## src/rtl/int_sched_ctrl_if.sv

```systemverilog
// Handshake between the interrupt scheduler and control_unit.
// The master side is the scheduler: it raises the request and vector.
// The slave side is control_unit: it supplies the boundary, ack and RETI pulses.
interface int_sched_ctrl_if;
  logic       boundary;
  logic       reti_done;
  logic       int_ack;
  logic       int_req;
  logic [7:0] int_vector;
  logic [2:0] int_src;

  modport master (
    input  boundary,
    input  reti_done,
    input  int_ack,
    output int_req,
    output int_vector,
    output int_src
  );

  modport slave (
    output boundary,
    output reti_done,
    output int_ack,
    input  int_req,
    input  int_vector,
    input  int_src
  );
endinterface

```

## src/rtl/int_sched_ctrl.sv

```systemverilog
// 8051-style interrupt scheduler.
// Latches request sources and applies the IE/IP enable and priority rules.
// Tracks two-level in-service nesting.
// At instruction boundaries it issues a held request and vector to control_unit.
module int_sched_ctrl #(
  parameter int unsigned          NSRC       = 5,
  parameter logic [7:0]           VEC_BASE   = 8'h03,
  parameter logic [7:0]           VEC_STRIDE = 8'h08,
  parameter logic [NSRC-1:0]      AUTO_CLR   = 5'b01111
) (
  input  logic                    clock,
  input  logic                    reset,
  input  logic [NSRC-1:0]         src_req,
  input  logic [NSRC-1:0]         sw_clr,
  input  logic [7:0]              ie,
  input  logic [NSRC-1:0]         ip,
  int_sched_ctrl_if.master        cu,
  output logic [NSRC-1:0]         pending,
  output logic                    in_svc_hi,
  output logic                    in_svc_lo
);

  typedef enum logic [1:0] {
    S_IDLE = 2'b00,
    S_REQ  = 2'b01
  } state_t;

  state_t          state, state_nxt;
  logic            req_q, req_nxt;
  logic [2:0]      src_q, src_nxt;
  logic [7:0]      vec_q, vec_nxt;
  logic            grant_hi, grant_hi_nxt;
  logic            skip_next, skip_nxt;
  logic            svc_hi_nxt, svc_lo_nxt;
  logic [NSRC-1:0] pending_nxt;
  logic [NSRC-1:0] ack_clr;
  logic            take_ack;

  logic [NSRC-1:0] eligible, hi_elig;
  logic            sel_valid, sel_hi, blocked;
  logic [2:0]      sel_idx;
  logic [7:0]      sel_vec;

  assign cu.int_req    = req_q;
  assign cu.int_src    = src_q;
  assign cu.int_vector = vec_q;

  // Source selection from registered pending flags: high-priority group first, lowest index wins.
  always_comb begin
    eligible  = pending & ie[NSRC-1:0] & {NSRC{ie[7]}};
    hi_elig   = eligible & ip;
    sel_valid = |eligible;
    sel_hi    = |hi_elig;
    sel_idx   = '0;
    // Scan from the top down so the lowest matching index is the last one written.
    for (int unsigned i = NSRC; i > 0; i--) begin
      if (sel_hi ? hi_elig[i-1] : eligible[i-1]) begin
        sel_idx = 3'(i - 1);
      end
    end
    sel_vec = VEC_BASE + 8'(sel_idx) * VEC_STRIDE;
    blocked = in_svc_hi | (in_svc_lo & ~sel_hi) | skip_next;
  end

  // Request FSM next-state: grant at an unblocked boundary, hold the request until acked.
  always_comb begin
    state_nxt    = state;
    req_nxt      = req_q;
    src_nxt      = src_q;
    vec_nxt      = vec_q;
    grant_hi_nxt = grant_hi;
    take_ack     = 1'b0;
    case (state)
      S_IDLE: begin
        if (cu.boundary && sel_valid && !blocked) begin
          state_nxt    = S_REQ;
          req_nxt      = 1'b1;
          src_nxt      = sel_idx;
          vec_nxt      = sel_vec;
          grant_hi_nxt = sel_hi;
        end
      end
      S_REQ: begin
        if (cu.int_ack) begin
          state_nxt = S_IDLE;
          req_nxt   = 1'b0;
          take_ack  = 1'b1;
        end
      end
      default: begin
        state_nxt = S_IDLE;
        req_nxt   = 1'b0;
      end
    endcase
  end

  // Nesting, skip and pending next values; a RETI clear is applied before an ack set in the same cycle.
  always_comb begin
    svc_hi_nxt = in_svc_hi;
    svc_lo_nxt = in_svc_lo;
    if (cu.reti_done) begin
      if (in_svc_hi) svc_hi_nxt = 1'b0;
      else           svc_lo_nxt = 1'b0;
    end
    if (take_ack) begin
      if (grant_hi) svc_hi_nxt = 1'b1;
      else          svc_lo_nxt = 1'b1;
    end

    skip_nxt = skip_next;
    if (state == S_IDLE && cu.boundary) skip_nxt = 1'b0;
    if (cu.reti_done)                   skip_nxt = 1'b1;

    for (int unsigned i = 0; i < NSRC; i++) begin
      ack_clr[i] = take_ack & (src_q == 3'(i)) & AUTO_CLR[i];
    end
    pending_nxt = src_req | (pending & ~sw_clr & ~ack_clr);
  end

  // State register with asynchronous reset; reset discards any outstanding request.
  always_ff @(posedge clock or posedge reset) begin
    if (reset) begin
      state     <= S_IDLE;
      req_q     <= 1'b0;
      src_q     <= '0;
      vec_q     <= '0;
      grant_hi  <= 1'b0;
      skip_next <= 1'b0;
      in_svc_hi <= 1'b0;
      in_svc_lo <= 1'b0;
      pending   <= '0;
    end else begin
      state     <= state_nxt;
      req_q     <= req_nxt;
      src_q     <= src_nxt;
      vec_q     <= vec_nxt;
      grant_hi  <= grant_hi_nxt;
      skip_next <= skip_nxt;
      in_svc_hi <= svc_hi_nxt;
      in_svc_lo <= svc_lo_nxt;
      pending   <= pending_nxt;
    end
  end

endmodule

```

## src/flat_wrapper.sv

```systemverilog
// flat-port wrapper written by rule: the top's interface ports become plain ports
module int_sched_ctrl_flat 
#(
  parameter int unsigned          NSRC       = 5,
  parameter logic [7:0]           VEC_BASE   = 8'h03,
  parameter logic [7:0]           VEC_STRIDE = 8'h08,
  parameter logic [NSRC-1:0]      AUTO_CLR   = 5'b01111
)
  (clock, reset, src_req, sw_clr, ie, ip, pending, in_svc_hi, in_svc_lo, cu_boundary, cu_reti_done, cu_int_ack, cu_int_req, cu_int_vector, cu_int_src);
  int_sched_ctrl_if cu_i ();
  input  logic clock;
  input  logic reset;
  input  logic [NSRC-1:0] src_req;
  input  logic [NSRC-1:0] sw_clr;
  input  logic [7:0] ie;
  input  logic [NSRC-1:0] ip;
  output logic [NSRC-1:0] pending;
  output logic in_svc_hi;
  output logic in_svc_lo;
  input wire logic [$bits(cu_i.boundary)-1:0] cu_boundary;
  input wire logic [$bits(cu_i.reti_done)-1:0] cu_reti_done;
  input wire logic [$bits(cu_i.int_ack)-1:0] cu_int_ack;
  output wire logic [$bits(cu_i.int_req)-1:0] cu_int_req;
  output wire logic [$bits(cu_i.int_vector)-1:0] cu_int_vector;
  output wire logic [$bits(cu_i.int_src)-1:0] cu_int_src;
  assign cu_i.boundary = cu_boundary;
  assign cu_i.reti_done = cu_reti_done;
  assign cu_i.int_ack = cu_int_ack;
  assign cu_int_req = cu_i.int_req;
  assign cu_int_vector = cu_i.int_vector;
  assign cu_int_src = cu_i.int_src;
  int_sched_ctrl #(.NSRC(NSRC), .VEC_BASE(VEC_BASE), .VEC_STRIDE(VEC_STRIDE), .AUTO_CLR(AUTO_CLR)) u_core (.clock(clock), .reset(reset), .src_req(src_req), .sw_clr(sw_clr), .ie(ie), .ip(ip), .cu(cu_i), .pending(pending), .in_svc_hi(in_svc_hi), .in_svc_lo(in_svc_lo));
endmodule
```

## config.mk

```make
export PLATFORM = sky130hd
export DESIGN_NAME = int_sched_ctrl_flat
export DESIGN_NICKNAME = d
export VERILOG_FILES = /design/src/rtl/int_sched_ctrl_if.sv /design/src/rtl/int_sched_ctrl.sv /design/src/flat_wrapper.sv
export SDC_FILE = /design/constraint.sdc
export NUM_CORES = 1
export LEC_CHECK = 0
export CAP_MARGIN = 0
export CORE_UTILIZATION = 39
export DETAILED_ROUTE_END_ITERATION = 10
export PLACE_DENSITY = 0.78
export RECOVER_POWER = 100
export SLEW_MARGIN = 10
export SYNTH_ARGS = -nofsm -noshare
export SYNTH_HDL_FRONTEND = slang
export SYNTH_SLANG_ARGS = --single-unit
```

## constraint.sdc

```tcl
create_clock -name clock -period 1.6 [get_ports clock]
set_input_delay 0.16 -clock clock [delete_from_list [all_inputs] [get_ports clock]]
set_output_delay 0.16 -clock clock [all_outputs]
set_load 0.005 [all_outputs]
```

==> run_results.csv <==
group,metric,value,unit
die,die_x,50.5,um
yosys,yosys.area_share.simple,29.2,%
drt,wire_per_inst,13.0,um
die,start_util,41.5,%
clocking,cts_made_buffers,3,
run,maxCapViolations,0,
critical_path,worstPathCellList,"clkdlybuf4s50_1, buf_12, nand4_1, nand3_1, o21bai_1, a211oi_2, a32o_1",
timing,rsz0062_at_grt,"false",
timing,max_freq,665,MHz
clocking,post_cts_resize_count,0,
yosys,ys_ff_latch,14,
die,dieArea,0.00255,mm2
placement,hpwl,1.82,mm
power,power_leakage,0.000628,uW
run_status,run_status,"complete, no violations",
yosys,synth_fa_ha_area_share,0,%
yosys,synth_cell_type_count,34,
yosys,synthesis.area,917,um2
critical_path,cp-start-kind,"input port",
cells_and_area,area_growth,55.3,%
timing,period_share,94.0,%
die,core.rowCount,17,
power,p_int,766,uW
timing,finalCriticalPeriod,1.50,ns
power,ir_worst_vdd,0.605,mV
yosys,synth_flop_cell,"dfrtp_1",
cells_and_area,final_common_cell,"clkdlybuf4s50_1",
drt,drc_errors,0,
worst_hold_path,min_path_type,"in -> async",
power,switchingPower,316,uW
placement,pre_cts_ws,-0.141,ns
timing,finalSetupViolCount,0,
placement,placed_cell_area,0.00139,mm2
cells_and_area,drive_gt1_share,25.4,%
yosys,postSynthAreaPerCell,9.86,um2
timing,fin_setup_tns,0,ns
drt,drt_pass1_iterations,4,
timing,layout_setup_ws,0.0960,ns
yosys,yosysWarnings,0,
placement,dp.cells,166,
clocking,clk_path_buf_depth,2,
critical_path,worstPathArrival,1.68,ns
die,ios,47,
yosys,synth_edf_count,0,
yosys,async_flop_share,100,%
die,die_h,50.5,um
cells_and_area,nets,171,
yosys,synth_top_family_by_area,"simple AND/OR/NAND/NOR gates",
critical_path,r2r-end,"u_core.cu.int_src[2]",
yosys,synth-compound-area-share,21.1,%
drt,routed_wl,2.21,mm
yosys,syn_inst,93,
placement,port_buffers,41,
clocking,cts_root_buf,"clkbuf_4",
cells_and_area,fin_area,0.00142,mm2
cells_and_area,fillers,191,
clocking,cts_tree,"done",
drt,via_per_inst,5.05,
timing,hold_violations,0,
critical_path,reg2reg_depth,5,
critical_path,cp-end-kind,"register",
drt,drt_iter0_drc,14,
power,netSwitchingFraction,29.2,%
cells_and_area,n_antenna_cell,0,
timing,slew_headroom,64.6,%
critical_path,slowest_stage,"clkdlybuf4s50_1",
critical_path,cp.required,1.77,ns
critical_path,path_class,"in -> reg",
critical_path,slowest_delay,0.44,ns
clocking,ctsHoldBuffers,0,
cells_and_area,seqCellArea,350,um2
clocking,htreeDepth,1,
global_route,grt_pass1_wl,3.75,mm
die,coreArea,0.00221,mm2
clocking,clk_pin_slew_worst_paths,0.09,ns
cells_and_area,multi_input_area,467,um2
yosys,ys_seq_area_share,38.2,%
clocking,clock_sinks,14,
power,power_density,760,mW/mm2
critical_path,r2r-start,"u_core.pending[3]",
yosys,synth_mux_area_share,0,%
placement,gp_congestion,0.791,
power,seqPwrFrac,43.1,%
global_route,grt_max_degree,15,
cells_and_area,final_cells,170,
cells_and_area,layout_common_cells,"clkdlybuf4s50_1 (26), dlygate4sd3_1 (15), dfrtp_1 (14), inv_1 (10), buf_4 (9)",
global_route,grt_antenna_before_repair,0,
drt,dr_total_vias,858,
power,power_frac_comb,33.1,%
timing,hold_slack,0.361,ns
timing,slew_violations,0,
drt,drtAntennaViolNets,0,
power,power.share.clock,23.8,%
critical_path,ff2ff_setup_slack,0.1,ns
global_route,grt_pass1_vias,906,
timing,worstMarginPinSlew,0.530,ns
timing,fin_skew,0.00429,ns
global_route,grt_overflow,0,
critical_path,path_max_fanout,10,
clocking,clk_latency,0.28,ns
global_route,track_usage,19.7,%
yosys,synth-xor-area-share,0,%
clocking,cts_setup_buffers,0,
## layer usage
metal  GRT usage (%)  wire length (um)
met5               0                 0
met2            34.4              1090
met3            3.64               117
met4            7.41                23
met1            23.8               977
## synthesized netlist by cell type (all sizes together), types with 2 or more instances
library cell	number	area [um2]
dfrtp	14	350
inv	10	37.5
buf	8	63.8
nand3	8	70.1
o21ai	8	43.8
nand2	7	28.8
nand4	6	83.8
nor2	6	22.5
a31o	4	35.0
nand2b	3	18.8
a32o	2	20.0
nor3	2	21.3
## cell type report
cell class | count | share of cell area [%]
sequential | 14 | 24.6
timing repair buffer | 51 | 35.0
inverter | 10 | 2.64
clock buffer | 4 | 2.55
multi-input combinational | 63 | 32.8
tap | 28 | 2.46
## worst max-delay path: cells and delay by family
family / cells / cell delay (ns)
AND/OR/NAND/NOR: 2 / 0.24
buffers and inverters: 2 / 0.60
AO/OA/AOI/OAI: 3 / 0.66
## registers in the layout, summed over array words and instances, names as in the netlist
name,cells
u_core.cu.int_req,1
u_core.cu.int_src,3
u_core.cu.int_vector,1
u_core.grant_hi,1
u_core.in_svc_hi,1
u_core.in_svc_lo,1
u_core.pending,5
u_core.skip_next,1
## stage by stage
| step | utilization (%) | power (uW) |
|---|---|---|
| 3_5_place_dp | 63.0 | 854 |
| 5_1_grt | 64.4 | 1160 |
| 2_1_floorplan | - | 638 |
| 3_3_place_gp | 63.0 | 840 |
| 4_1_cts | 64.6 | 1110 |
| 6_report | 64.4 | 1080 |
## worst max-delay path by stage
stage               cells past startpoint                    to               from
floorplan                               5  u_core.cu.int_src[1]  u_core.cu.int_req
global placement                        7  u_core.cu.int_src[2]              ie[7]
detailed placement                      7  u_core.cu.int_src[0]              ie[7]
CTS                                     5  u_core.cu.int_src[1]  u_core.cu.int_req
global route                            5  u_core.cu.int_src[2]  u_core.pending[3]
finish                                  7  u_core.cu.int_src[2]              ie[7]
## power groups by stage
stage | registers [uW] | logic (uW) | clock network, uW
final | 466 | 358 | 258
after global routing | 479 | 391 | 287
after CTS | 470 | 379 | 263
after detailed placement | 476 | 377 | 0
after global placement | 473 | 368 | 0
after floorplan | 465 | 173 | 0
## logic make-up (layout without fill, tap and decap cells)
group	count (synthesis)	in the layout
and+or+nand+nor	35	35
AOI/OAI and AO/OA	25	25
DFF	14	14
other	1	3
buffers and inverters	18	65
(Power assumes the default switching activity.)
